File: config.mk
export PLATFORM = sky130hd
export DESIGN_NAME = matmul_abt_seq
export DESIGN_NICKNAME = d
export VERILOG_FILES = /design/src/rtl/matmul_abt_seq.sv
export SDC_FILE = /design/constraint.sdc
export NUM_CORES = 2
export LEC_CHECK = 0
export ABC_AREA = 1
export BUFFER_PORTS_ARGS = -buffer_cell sky130_fd_sc_hd__buf_2
export CAP_MARGIN = 20
export CORE_ASPECT_RATIO = 0.75
export CORE_UTILIZATION = 35
export CTS_BUF_LIST = sky130_fd_sc_hd__clkbuf_8
export CTS_CLUSTER_DIAMETER = 150
export DETAILED_ROUTE_END_ITERATION = 6
export PLACE_DENSITY = 0.6
export SLEW_MARGIN = 5
export SYNTH_ARGS = -nofsm -noshare
export SYNTH_HDL_FRONTEND = slang
export SYNTH_SLANG_ARGS = --single-unit
export TNS_END_PERCENT = 100
File: constraint.sdc
create_clock -name clk -period 47.6 [get_ports clk]
set_clock_uncertainty 0.1 [all_clocks]
set_input_delay 9.52 -clock clk [delete_from_list [all_inputs] [get_ports clk]]
set_output_delay 9.52 -clock clk [all_outputs]
set_load 0.05 [all_outputs]
File: src/rtl/matmul_abt_seq.sv
// -----------------------------------------------------------------------------
// matmul_abt_seq
// Sequential second-stage matrix multiplier for the Winograd filter-transform
// path. Computes U = A * B^T (A, B are M x L, U is M x M) with a single signed
// multiply-accumulate that is time-multiplexed over M*M*L cycles.
//
// Ports
//   clk         rising-edge clock
//   rst         asynchronous active-high reset
//   in_valid    upstream offers A/B
//   in_ready    block accepts a job (high only while idle)
//   a_mtx       matrix A, row-major, element 0 at MSB, W bits per element
//   b_mtx       matrix B, row-major, element 0 at MSB, W bits per element
//   out_valid   result_mtx holds a completed result
//   out_ready   downstream takes the result
//   result_mtx  U, row-major, element 0 at MSB, OW bits per element
//   busy        high while the MAC loop is running
// -----------------------------------------------------------------------------
module matmul_abt_seq #(
    parameter int W  = 8,
    parameter int M  = 4,
    parameter int L  = 3,
    parameter int OW = 2*W+2
) (
    input  logic              clk,
    input  logic              rst,
    input  logic              in_valid,
    output logic              in_ready,
    input  logic [M*L*W-1:0]  a_mtx,
    input  logic [M*L*W-1:0]  b_mtx,
    output logic              out_valid,
    input  logic              out_ready,
    output logic [M*M*OW-1:0] result_mtx,
    output logic              busy
);

    localparam int IW = (M > 1) ? $clog2(M) : 1;
    localparam int KW = (L > 1) ? $clog2(L) : 1;

    typedef enum logic [1:0] {
        S_IDLE = 2'd0,
        S_BUSY = 2'd1,
        S_DONE = 2'd2
    } state_t;

    state_t              r_state;
    logic [M*L*W-1:0]    r_a;
    logic [M*L*W-1:0]    r_b;
    logic [IW-1:0]       r_i;
    logic [IW-1:0]       r_j;
    logic [KW-1:0]       r_k;
    logic [OW-1:0]       r_acc;
    logic [OW-1:0]       r_buf [M][M];
    logic [M*M*OW-1:0]   r_result;
    logic                r_out_valid;
    logic                r_busy;
    logic                r_in_ready;

    logic signed [W-1:0]   w_a [M][L];
    logic signed [W-1:0]   w_b [M][L];
    logic signed [W-1:0]   w_a_el;
    logic signed [W-1:0]   w_b_el;
    logic signed [2*W-1:0] w_prod;
    logic [OW-1:0]         w_prod_ext;
    logic [OW-1:0]         w_sum;
    logic [M*M*OW-1:0]     w_buf_pack;
    logic                  w_k_last;
    logic                  w_j_last;
    logic                  w_i_last;

    // Unpack the captured matrices into element arrays (element 0 at MSB).
    for (genvar gr = 0; gr < M; gr++) begin : g_unpack_r
        for (genvar gc = 0; gc < L; gc++) begin : g_unpack_c
            assign w_a[gr][gc] = r_a[(M*L-(gr*L+gc))*W-1 -: W];
            assign w_b[gr][gc] = r_b[(M*L-(gr*L+gc))*W-1 -: W];
        end
    end

    assign w_k_last = (r_k == KW'(L-1));
    assign w_j_last = (r_j == IW'(M-1));
    assign w_i_last = (r_i == IW'(M-1));

    // MAC datapath: full-precision signed product, sign-extended to OW.
    always_comb begin
        w_a_el     = w_a[r_i][r_k];
        w_b_el     = w_b[r_j][r_k];
        w_prod     = w_a_el * w_b_el;
        w_prod_ext = {{(OW-2*W){w_prod[2*W-1]}}, w_prod};
        w_sum      = r_acc + w_prod_ext;
    end

    // Packed view of the buffer with the element finishing this cycle merged
    // in, so the completion edge can publish all M*M results at once.
    for (genvar gi = 0; gi < M; gi++) begin : g_pack_r
        for (genvar gj = 0; gj < M; gj++) begin : g_pack_c
            assign w_buf_pack[(M*M-(gi*M+gj))*OW-1 -: OW] =
                ((r_i == IW'(gi)) && (r_j == IW'(gj))) ? w_sum : r_buf[gi][gj];
        end
    end

    // Control FSM, MAC loop counters, result buffer and registered outputs.
    always_ff @(posedge clk or posedge rst) begin
        if (rst) begin
            r_state     <= S_IDLE;
            r_a         <= '0;
            r_b         <= '0;
            r_i         <= '0;
            r_j         <= '0;
            r_k         <= '0;
            r_acc       <= '0;
            r_result    <= '0;
            r_out_valid <= 1'b0;
            r_busy      <= 1'b0;
            r_in_ready  <= 1'b1;
            for (int x = 0; x < M; x++) begin
                for (int y = 0; y < M; y++) begin
                    r_buf[x][y] <= '0;
                end
            end
        end else begin
            case (r_state)
                S_IDLE: begin
                    if (in_valid) begin
                        r_a        <= a_mtx;
                        r_b        <= b_mtx;
                        r_acc      <= '0;
                        r_i        <= '0;
                        r_j        <= '0;
                        r_k        <= '0;
                        r_in_ready <= 1'b0;
                        r_busy     <= 1'b1;
                        r_state    <= S_BUSY;
                    end else begin
                        r_in_ready <= 1'b1;
                    end
                end
                S_BUSY: begin
                    if (w_k_last) begin
                        // Dot product (i,j) complete: store it and move on.
                        r_buf[r_i][r_j] <= w_sum;
                        r_acc           <= '0;
                        r_k             <= '0;
                        if (w_j_last) begin
                            r_j <= '0;
                            if (w_i_last) begin
                                r_i         <= '0;
                                r_result    <= w_buf_pack;
                                r_out_valid <= 1'b1;
                                r_busy      <= 1'b0;
                                r_state     <= S_DONE;
                            end else begin
                                r_i <= r_i + IW'(1);
                            end
                        end else begin
                            r_j <= r_j + IW'(1);
                        end
                    end else begin
                        r_acc <= w_sum;
                        r_k   <= r_k + KW'(1);
                    end
                end
                S_DONE: begin
                    // in_ready rises only after this edge: no same-cycle re-accept.
                    if (out_ready) begin
                        r_out_valid <= 1'b0;
                        r_in_ready  <= 1'b1;
                        r_state     <= S_IDLE;
                    end else begin
                        r_out_valid <= 1'b1;
                    end
                end
                default: begin
                    r_state     <= S_IDLE;
                    r_out_valid <= 1'b0;
                    r_busy      <= 1'b0;
                    r_in_ready  <= 1'b1;
                end
            endcase
        end
    end

    assign in_ready   = r_in_ready;
    assign out_valid  = r_out_valid;
    assign busy       = r_busy;
    assign result_mtx = r_result;

endmodule

==> summary.md <==
| Metric | Value |
|---|---|
| Post-synthesis instance area | `0.03627 sq mm` |
| Area share of the largest cell type after synthesis | `0.5367` |
| Setup crit end kind | `async pin` |
| Result of the run | `finished clean` |
| Upper clock frequency limit | `0.08332 GHz` |
| Synthesized net count | `4744` |
| Number of clock sinks | `779` |
| Vias/cell | `5.132` |
| Synth-to-layout area growth | `16.59%` |
| Final critical delay including setup and external delays | `12000 ps` |
| Synthesized instance count | `4435` |
| Most common library cells after synthesis | `sky130_fd_sc_hd__nand2_1, sky130_fd_sc_hd__dfrtp_1, sky130_fd_sc_hd__o21ai_0` |
| Launching point of the worst reg2reg path | `r_j[0]` |
| Final GP Congestion | `0.8594` |
| Flip-flop and latch count after synthesis | `779` |
| Top-count cell post-synth | `sky130_fd_sc_hd__nand2_1` |
| Number of primary I/O pins | `487` |
| Buffers inserted by post-CTS timing repair | `0` |
| Ratio of cells with drive above 1 in the final layout | `0.1526` |
| Origin of the worst setup path | `rst` |
| Antenna violations before repair | `13` |
| Count of hold buffers inserted by post-cts repair | `0` |
| Synth unique cells | `41` |
| Wire per inst | `20.67 um` |
| Largest area contributor in the synthesized netlist | `sky130_fd_sc_hd__dfrtp_1` |
| Count of vias placed by the detailed router | `32220` |
| Setup Total Neg Slack | `0 ps` |
| Effective utilization at floorplan | `0.3557` |
| Count of yosys warnings during synthesis | `0` |
| R2r setup slk | `38430 ps` |
| Number of failing setup endpoints in the final timing report | `0` |
| Maximum number of pins on one net before global-route repair | `177` |
| Relative max-transition margin | `0.2445` |
| Global router's overall resource usage | `0.2448` |
| Clock root cell | `sky130_fd_sc_hd__clkbuf_8` |
| Arr. time, crit path | `12700 ps` |
| Overflow after GRT | `0` |
| Total wire length | `129.7 mm` |
| Die Span Y | `280.8 um` |
| # DRC | `0` |
| Capture point of the worst path | `result_mtx[191]` |
| Number of detailed-route iterations in the first pass | `6` |
| Primary FF master, synth | `sky130_fd_sc_hd__dfrtp_1` |
| Post-synthesis async set-or-reset flop share | `1.000` |
| CP Max Fanout | `111` |
| Data required time of the worst path | `48290 ps` |
| Cts bufs inserted | `132` |
| Unrepaired setup endpoints after global routing | `false` |
| Critical register-to-register path endpoint | `result_mtx[193]` |
| Number of levels in the clock H-tree | `4` |
| Full die area | `0.1049 sq mm` |
| TritonCTS clock tree | `built` |
| Wire length of the first global-routing pass | `193.2 mm` |
| Post-DP HPWL | `82.04 mm` |
| Skew-Pair Late Insertion Delay | `800 ps` |
| Number of enable flip-flop cells after synthesis | `0` |
| Number of hold-slack violations in the final timing report | `0` |
| Remaining number of nets flagged by the antenna check after routing | `0` |
| Number of maximum-capacitance violations | `0` |
| Number of global-route vias before repair | `30630` |
| Average footprint of a synthesized cell | `8.179 sq um` |
| Type of the most critical hold path | `register to register` |
| Type of origin of the critical path | `primary input` |
| Critical path class | `primary input to async pin` |
| Final clock period utilization by the worst path | `0.2521` |
| Die extent in x | `373.7 um` |
| CORE AREA | `0.1020 sq mm` |
| Port buffer count | `486` |
| Number of design-rule violations left by the first detailed-router iteration | `3429` |
| Slew @ Worst Pin | `1132 ps` |
| CTS-repair resized insts | `0` |
| Min-Delay Path Depth | `2` |
| Final max-slew violation count | `0` |
| Length in cells of the worst reg-to-reg path | `34` |
| Row cnt | `101` |
| Net count reported at finish | `5148` |
| Sequential fraction of the synthesis area | `0.5374` |
| Clock buffer depth | `3` |
| Main area contributors after synthesis | `sky130_fd_sc_hd__dfrtp_1, sky130_fd_sc_hd__nand2_1, sky130_fd_sc_hd__o21ai_0, sky130_fd_sc_hd__nor2_1, sky130_fd_sc_hd__fa_1` |
| Clk pin slew, worst setup/hold paths | `60 ps` |
-- stage by stage --
| stage | util | hold slack (ps) | worst slack (ps) | area, sq um | cells |
|---|---|---|---|---|---|
| after floorplan | - | 343.6 | 16110 | 36270 | 4435 |
| after global placement | 0.3893 | 357.2 | 34620 | 39710 | 6043 |
| after detailed placement | 0.3893 | 357.8 | 34650 | 39710 | 6043 |
| after CTS | 0.4142 | 373.0 | 35530 | 42240 | 6267 |
| after global routing | 0.4147 | 386.8 | 35090 | 42290 | 6275 |
| final | 0.4147 | 366.0 | 35600 | 42290 | 6277 |
-- worst min path at each step --
stage,from,to
after floorplan,r_a[24],r_a[24]
after global placement,r_a[55],r_a[55]
after detailed placement,result_mtx[2],result_mtx[2]
after CTS,result_mtx[2],result_mtx[2]
after global routing,r_b[92],r_b[92]
final,result_mtx[2],result_mtx[2]
-- flip-flops by register name, indices dropped and copies added, names as in the netlist --
signal      count
result_mtx    288
r_buf         270
r_a            96
r_b            96
r_acc          18
r_i             2
r_j             2
r_k             2
r_state         2
busy            1
in_ready        1
out_valid       1
-- layout make-up --
cell class                 instances  area, sq um
fill                           10340        59690
clock buffer                     157         2161
sequential                       779        19490
antenna                            9        22.52
clock inverter                    67        376.6
multi-input combinational       3115        14660
timing repair buffer             539         2863
inverter                         272         1039
tap                             1339         1675
-- critical path, cell delays in order --
cell                    delay [ps]
sky130_fd_sc_hd__buf_2         130
sky130_fd_sc_hd__inv_8         490
sky130_fd_sc_hd__buf_4         810
sky130_fd_sc_hd__buf_4         720
sky130_fd_sc_hd__buf_4         830
-- metal layers --
layer	vias up	share of wire	GRT usage
met5	-	0.00010	0
met1	15830	0.45	0.3476
met3	262	0.079	0.05483
li1	14950	-	-
met2	1171	0.44	0.3632
met4	2	0.033	0.09275
-- cells in the final DEF, fill, tap and decap left out, types with 4 or more instances in the layout --
cell type / n
sky130_fd_sc_hd__fa_1: 56
sky130_fd_sc_hd__a21oi_1: 215
sky130_fd_sc_hd__nor2_1: 392
sky130_fd_sc_hd__inv_8: 4
sky130_fd_sc_hd__xor2_1: 6
sky130_fd_sc_hd__a31oi_1: 37
sky130_fd_sc_hd__o21ai_1: 17
sky130_fd_sc_hd__inv_2: 11
sky130_fd_sc_hd__buf_4: 51
sky130_fd_sc_hd__nand2_1: 1550
sky130_fd_sc_hd__buf_2: 486
sky130_fd_sc_hd__nor2_2: 6
sky130_fd_sc_hd__ha_1: 57
sky130_fd_sc_hd__inv_1: 290
sky130_fd_sc_hd__nand4_1: 5
sky130_fd_sc_hd__clkinv_2: 8
sky130_fd_sc_hd__clkinv_1: 13
sky130_fd_sc_hd__clkbuf_8: 157
sky130_fd_sc_hd__dfrtp_1: 778
sky130_fd_sc_hd__o21ai_0: 640
sky130_fd_sc_hd__o22ai_1: 46
sky130_fd_sc_hd__or2_2: 4
sky130_fd_sc_hd__nand3_1: 56
sky130_fd_sc_hd__o221ai_1: 4
sky130_fd_sc_hd__diode_2: 9
sky130_fd_sc_hd__inv_6: 5
-- cell families after synthesis --
family                   count (synthesis)  share of synthesized area
XOR/XNOR                                10                   0.002414
adder cells (fa/ha/maj)                113                    0.05057
AND/OR/NAND/NOR                       2026                     0.2134
AO/OA/AOI/OAI                          966                     0.1371
buffers and inverters                  541                    0.05898
flip-flops                             779                     0.5374
Power is not shown: default switching activity piles up to over one toggle a cycle in this logic, so the estimate is an artifact.
